**src/rtl/seq_add16_ctrl.sv**
```systemverilog
// -----------------------------------------------------------------------------
// seq_add16_ctrl
//
// Purpose:
//   Multi-cycle adder. One 4-bit carry-lookahead slice (cla4bit) is reused once
//   per nibble, least-significant nibble first. The carry out of each nibble is
//   registered and fed back into the slice on the next cycle.
//   A full W-bit addition takes NIB cycles in RUN followed by one DONE cycle.
//   The done pulse appears on the edge that leaves DONE, so a new start can be
//   accepted in DONE without a gap.
//
// Ports:
//   clk    in   1  single clock, rising edge
//   rst_n  in   1  asynchronous active-low reset
//   start  in   1  begin one addition (honoured in IDLE and DONE only)
//   a, b   in   W  operands, captured when start is accepted
//   cin    in   1  carry-in, captured when start is accepted
//   busy   out  1  high exactly while the FSM is in RUN
//   done   out  1  one-cycle pulse: sum/cout/ovf hold a new result
//   sum    out  W  registered result, modulo 2^W
//   cout   out  1  registered carry out of bit W-1
//   ovf    out  1  registered two's-complement overflow
// -----------------------------------------------------------------------------

// -----------------------------------------------------------------------------
// cla4bit
//
// Purpose:
//   Purely combinational 4-bit carry-lookahead adder slice.
//
// Ports:
//   a, b   in   4  nibble operands
//   ci     in   1  carry into bit 0
//   s      out  4  sum nibble
//   c3     out  1  carry into bit 3 (used for the overflow flag)
//   c4     out  1  carry out of bit 3
// -----------------------------------------------------------------------------
module cla4bit (
  input  logic [3:0] a,
  input  logic [3:0] b,
  input  logic       ci,
  output logic [3:0] s,
  output logic       c3,
  output logic       c4
);

  logic [3:0] g;
  logic [3:0] p;
  logic [4:0] c;

  assign g = a & b;
  assign p = a ^ b;

  // Every carry is expanded directly from generate/propagate terms, so no
  // carry depends on the previous one.
  assign c[0] = ci;
  assign c[1] = g[0] | (p[0] & ci);
  assign c[2] = g[1] | (p[1] & g[0]) | (p[1] & p[0] & ci);
  assign c[3] = g[2] | (p[2] & g[1]) | (p[2] & p[1] & g[0])
              | (p[2] & p[1] & p[0] & ci);
  assign c[4] = g[3] | (p[3] & g[2]) | (p[3] & p[2] & g[1])
              | (p[3] & p[2] & p[1] & g[0])
              | (p[3] & p[2] & p[1] & p[0] & ci);

  assign s  = p ^ c[3:0];
  assign c3 = c[3];
  assign c4 = c[4];

endmodule

module seq_add16_ctrl #(
  parameter int NIB = 4
) (
  input  logic             clk,
  input  logic             rst_n,
  input  logic             start,
  input  logic [4*NIB-1:0] a,
  input  logic [4*NIB-1:0] b,
  input  logic             cin,
  output logic             busy,
  output logic             done,
  output logic [4*NIB-1:0] sum,
  output logic             cout,
  output logic             ovf
);

  localparam int W  = 4 * NIB;
  localparam int CW = (NIB > 1) ? $clog2(NIB) : 1;
  localparam logic [CW-1:0] CNT_LAST = CW'(NIB - 1);

  typedef enum logic [1:0] {
    IDLE = 2'd0,
    RUN  = 2'd1,
    DONE = 2'd2
  } state_t;

  // ---------------------------------------------------------------------------
  // State
  // ---------------------------------------------------------------------------
  state_t          state_q, state_d;
  logic [CW-1:0]   cnt_q,   cnt_d;
  logic            carry_q, carry_d;
  logic [W-1:0]    a_w_q,   a_w_d;
  logic [W-1:0]    b_w_q,   b_w_d;
  logic [W-1:0]    ws_q,    ws_d;
  logic [W-1:0]    sum_q,   sum_d;
  logic            cout_q,  cout_d;
  logic            ovf_q,   ovf_d;
  logic            busy_q,  busy_d;
  logic            done_q,  done_d;

  // ---------------------------------------------------------------------------
  // Nibble selection for the shared slice
  // ---------------------------------------------------------------------------
  logic [3:0] a_nib [NIB];
  logic [3:0] b_nib [NIB];

  genvar gi;
  for (gi = 0; gi < NIB; gi++) begin : g_nib
    assign a_nib[gi] = a_w_q[4*gi +: 4];
    assign b_nib[gi] = b_w_q[4*gi +: 4];
  end

  logic [3:0] slice_a;
  logic [3:0] slice_b;
  logic [3:0] slice_s;
  logic       slice_c3;
  logic       slice_c4;

  // cnt never exceeds NIB-1, so the index is always in range.
  assign slice_a = a_nib[cnt_q];
  assign slice_b = b_nib[cnt_q];

  cla4bit u_cla (
    .a  (slice_a),
    .b  (slice_b),
    .ci (carry_q),
    .s  (slice_s),
    .c3 (slice_c3),
    .c4 (slice_c4)
  );

  // ---------------------------------------------------------------------------
  // Next-state logic
  // ---------------------------------------------------------------------------
  always_comb begin
    state_d = state_q;
    cnt_d   = cnt_q;
    carry_d = carry_q;
    a_w_d   = a_w_q;
    b_w_d   = b_w_q;
    ws_d    = ws_q;
    sum_d   = sum_q;
    cout_d  = cout_q;
    ovf_d   = ovf_q;

    case (state_q)
      // DONE accepts start exactly like IDLE, which gives back-to-back
      // operation at one result per NIB+1 cycles.
      IDLE, DONE: begin
        if (start) begin
          a_w_d   = a;
          b_w_d   = b;
          carry_d = cin;
          cnt_d   = '0;
          ws_d    = '0;
          state_d = RUN;
        end else begin
          state_d = IDLE;
        end
      end

      RUN: begin
        for (int i = 0; i < NIB; i++) begin
          if (cnt_q == CW'(i)) begin
            ws_d[4*i +: 4] = slice_s;
          end
        end
        carry_d = slice_c4;

        if (cnt_q == CNT_LAST) begin
          // ws_d already contains the final nibble written above.
          sum_d   = ws_d;
          cout_d  = slice_c4;
          // Carry into the MSB differs from carry out of it -> signed overflow.
          ovf_d   = slice_c4 ^ slice_c3;
          cnt_d   = '0;
          state_d = DONE;
        end else begin
          cnt_d = cnt_q + 1'b1;
        end
      end

      default: begin
        state_d = IDLE;
      end
    endcase

    busy_d = (state_d == RUN);
    // done is the registered image of "was in DONE", so it rises on the edge
    // that leaves DONE: NIB+1 edges after the accepting edge.
    done_d = (state_q == DONE);
  end

  // ---------------------------------------------------------------------------
  // Registers
  // ---------------------------------------------------------------------------
  always_ff @(posedge clk or negedge rst_n) begin
    if (!rst_n) begin
      state_q <= IDLE;
      cnt_q   <= '0;
      carry_q <= 1'b0;
      a_w_q   <= '0;
      b_w_q   <= '0;
      ws_q    <= '0;
      sum_q   <= '0;
      cout_q  <= 1'b0;
      ovf_q   <= 1'b0;
      busy_q  <= 1'b0;
      done_q  <= 1'b0;
    end else begin
      state_q <= state_d;
      cnt_q   <= cnt_d;
      carry_q <= carry_d;
      a_w_q   <= a_w_d;
      b_w_q   <= b_w_d;
      ws_q    <= ws_d;
      sum_q   <= sum_d;
      cout_q  <= cout_d;
      ovf_q   <= ovf_d;
      busy_q  <= busy_d;
      done_q  <= done_d;
    end
  end

  assign busy = busy_q;
  assign done = done_q;
  assign sum  = sum_q;
  assign cout = cout_q;
  assign ovf  = ovf_q;

endmodule

```
**config.mk**
```make
export PLATFORM = sky130hd
export DESIGN_NAME = seq_add16_ctrl
export DESIGN_NICKNAME = d
export VERILOG_FILES = /design/src/rtl/seq_add16_ctrl.sv
export SDC_FILE = /design/constraint.sdc
export NUM_CORES = 1
export LEC_CHECK = 0
export ABC_CLOCK_PERIOD_IN_PS = 3200
export CAP_MARGIN = 20
export CORE_ASPECT_RATIO = 1.75
export CORE_UTILIZATION = 39
export DETAILED_ROUTE_END_ITERATION = 10
export PLACE_DENSITY = 0.66
export SETUP_SLACK_MARGIN = 0.02
export SLEW_MARGIN = 20
export SYNTH_ARGS = -nofsm -noshare
export SYNTH_HDL_FRONTEND = slang
export SYNTH_SLANG_ARGS = --single-unit
```
**constraint.sdc**
```tcl
create_clock -name clk -period 3.2 [get_ports clk]
set_input_delay 0.64 -clock clk [delete_from_list [all_inputs] [get_ports clk]]
set_output_delay 0.64 -clock clk [all_outputs]
set_load 0.01 [all_outputs]
```
==> qor.yml <==
outcome: "finished clean"
place_hpwl_um: 5090
die_x_um: 69.5
cts_tree: "built"
post-route-period-util: 0.857
final_common_cell: "nand2_1"
num_io_pins: 56
grt_max_degree: 38
clkSlewWorstSetupHoldPaths_ps: 50
clock.fmax_ghz: 0.365
gp_congestion: 0.831
hold_class: "input port to asynchronous set/reset pin"
wirelength_um: 6970
grtUsageTotal: 0.187
reg2reg_slack_ps: 460
tightest_slew_ps: 790
viasPerCell: 5.14
clock-sinks: 69
rsz0062_at_grt: "false"
ant_nets: 0
die_h_um: 120
ctsResizeCount: 0
final_nets: 402
wire_per_inst_um: 15.5
maxCapViolations: 0
drc_errors: 0
layout_min_cycle_time_ps: 2740
arrival_ps: 2940
top_usage_layer: "met2"
place.port_buffers: 55
yosysWarnings: 0
report.final.slew_viol_count: 0
hold_violations: 0
fp-row-count: 42
met2_usage: 0.340
overflow: 0
stdcell_count: 449
dp_cells: 434
required_ps: 3400
finalClockSkew_ps: 3.59
avgSynthCellArea_um2: 10.3
p_total_w: 0.00473
initialDrtViolationCount: 158
design_area_um2: 4020
setup-violations-final: 0
met3_usage: 0.0487
fp.coreArea_um2: 7620
yosysSeqAreaShare: 0.556
syn_to_final_growth_pct: 29.2
syn_inst: 303
slew-limit-headroom: 0.473
postCtsSetupRepairBufs: 0
syn_nets: 348
grt_pass1_vias: 2493
drt-pass1-iter-count: 4
numCtsBuffers: 9
critPathLaunchType: "flip-flop"
fin_tns_setup_ps: 0
worstSetupPathType: "flip-flop to flip-flop"
crit_path_end_kind: "flip-flop"
gr-usage-met1: 0.188
layout_common_cells: "nand2_1, dfrtp_1, clkdlybuf4s50_1"
antenna_found_initial: 0
ys_ff_latch: 69
ir_drop_mv: 0.613
powerDensity_nw_per_um2: 1180
drive_gt1_frac: 0.102
clock_latency_ps: 330
crit_fanout: 12
cts_buffer_depth: 2
start_util: 0.408
clock-root-buffer: "clkbuf_16"
synth_cell_type_count: 36
dieArea_um2: 8340
place_area_um2: 3740
htree_levels: 3
syn-cell-area_um2: 3110
grt_pass1_wl_um: 11800
p_leak_nw: 1.89
hold_buffers: 0
via_count: 2306
antenna_cells: 0
-- layer usage --
metal | up-vias | share of wire
met4 | 0 | 0.043
met5 | - | 0
met1 | 1107 | 0.36
met2 | 59 | 0.56
met3 | 19 | 0.036
li1 | 1121 | -
-- flip-flops by register name, summed over array words and instances (netlist names) --
signal,flops
b_w_q,16
sum,16
state_q,2
cout,1
done,1
ovf,1
carry_q,1
a_w_q,16
busy,1
ws_q,12
cnt_q,2
-- where the power goes --
part / switching (W) / internal (W) / total [W]
combinational: 0.00124 / 0.00104 / 0.00227
clock: 0.000347 / 0.000582 / 0.000930
sequential: 0.000267 / 0.00126 / 0.00153
total: 0.00185 / 0.00288 / 0.00473
-- final timing paths --
path | from | endpoint | cells after the start
max | cnt_q[0]$_DFFE_PN0P_ | ws_q[11]$_DFFE_PN0P_ | 6
min | rst_n | a_w_q[0]$_DFFE_PN0N_ | 1
max reg2reg | cnt_q[0]$_DFFE_PN0P_ | ws_q[11]$_DFFE_PN0P_ | 6
min reg2reg | a_w_q[5]$_DFFE_PN0N_ | a_w_q[5]$_DFFE_PN0N_ | 2
max in group asynchronous | rst_n | a_w_q[11]$_DFFE_PN0N_ | 2
min in group clk | a_w_q[5]$_DFFE_PN0N_ | a_w_q[5]$_DFFE_PN0N_ | 2
-- cell usage after synthesis, drive strengths merged --
| library cell | number | share of area |
|---|---|---|
| clkbuf | 9 | 0.011 |
| nand3 | 3 | 0.0048 |
| nand2b | 2 | 0.0040 |
| a211oi | 1 | 0.0040 |
| mux2 | 1 | 0.0036 |
| nor3 | 2 | 0.0085 |
| a221o | 3 | 0.0097 |
| dfrtp | 69 | 0.56 |
| a22oi | 1 | 0.0024 |
| xnor2 | 2 | 0.0081 |
| and3 | 3 | 0.0060 |
| fa | 1 | 0.0064 |
| o21ba | 1 | 0.0032 |
| a32o | 3 | 0.0097 |
| or3 | 1 | 0.0020 |
| o2bb2ai | 3 | 0.0085 |
| buf | 10 | 0.016 |
| nand2 | 111 | 0.13 |
| nor2 | 7 | 0.0085 |
| inv | 6 | 0.0072 |
| mux2i | 4 | 0.013 |
| nor3b | 3 | 0.0072 |
| a21oi | 7 | 0.011 |
| nor2b | 3 | 0.0060 |
| o21ai | 22 | 0.035 |
| o31ai | 3 | 0.0072 |
| o21bai | 1 | 0.0036 |
| mux4 | 8 | 0.058 |
| nand3b | 1 | 0.0024 |
| a22o | 3 | 0.0085 |
| a21o | 1 | 0.0024 |
| ha | 8 | 0.032 |
-- worst max-delay path, stage by stage (launching register included) --
cell and delay, ps:
dfrtp_1 700, mux4_2 620, ha_1 330, a211oi_2 330
o21bai_2 160, xnor2_2 310, o21ai_0 140
-- through the flow --
| stage | util | worst slack, ps | hold WS, ps |
|---|---|---|---|
| finish | 0.527 | 457 | 394 |
| global placement | 0.490 | 537 | 454 |
| global route | 0.527 | 265 | 464 |
| detailed placement | 0.490 | 476 | 464 |
| floorplan | - | 744 | 344 |
| CTS | 0.527 | 429 | 428 |
-- cells by family after synthesis --
group / synth area share
simple gates: 0.184
buf+inv: 0.0338
mux: 0.0745
xor+xnor: 0.00805
flops: 0.556
compound gates: 0.106
fa+ha+maj: 0.0386
-- area by class of cell --
| class | instances | area [um^2] |
|---|---|---|
| clock buffers | 14 | 274 |
| clock inverters | 1 | 5.00 |
| fillers | 711 | 3600 |
| inverters | 6 | 22.5 |
| multi-input cells | 209 | 1280 |
| flip-flops and latches | 69 | 1730 |
| well taps | 88 | 110 |
| repair buffers | 62 | 598 |
No activity file was read; power rests on OpenSTA's default activity.
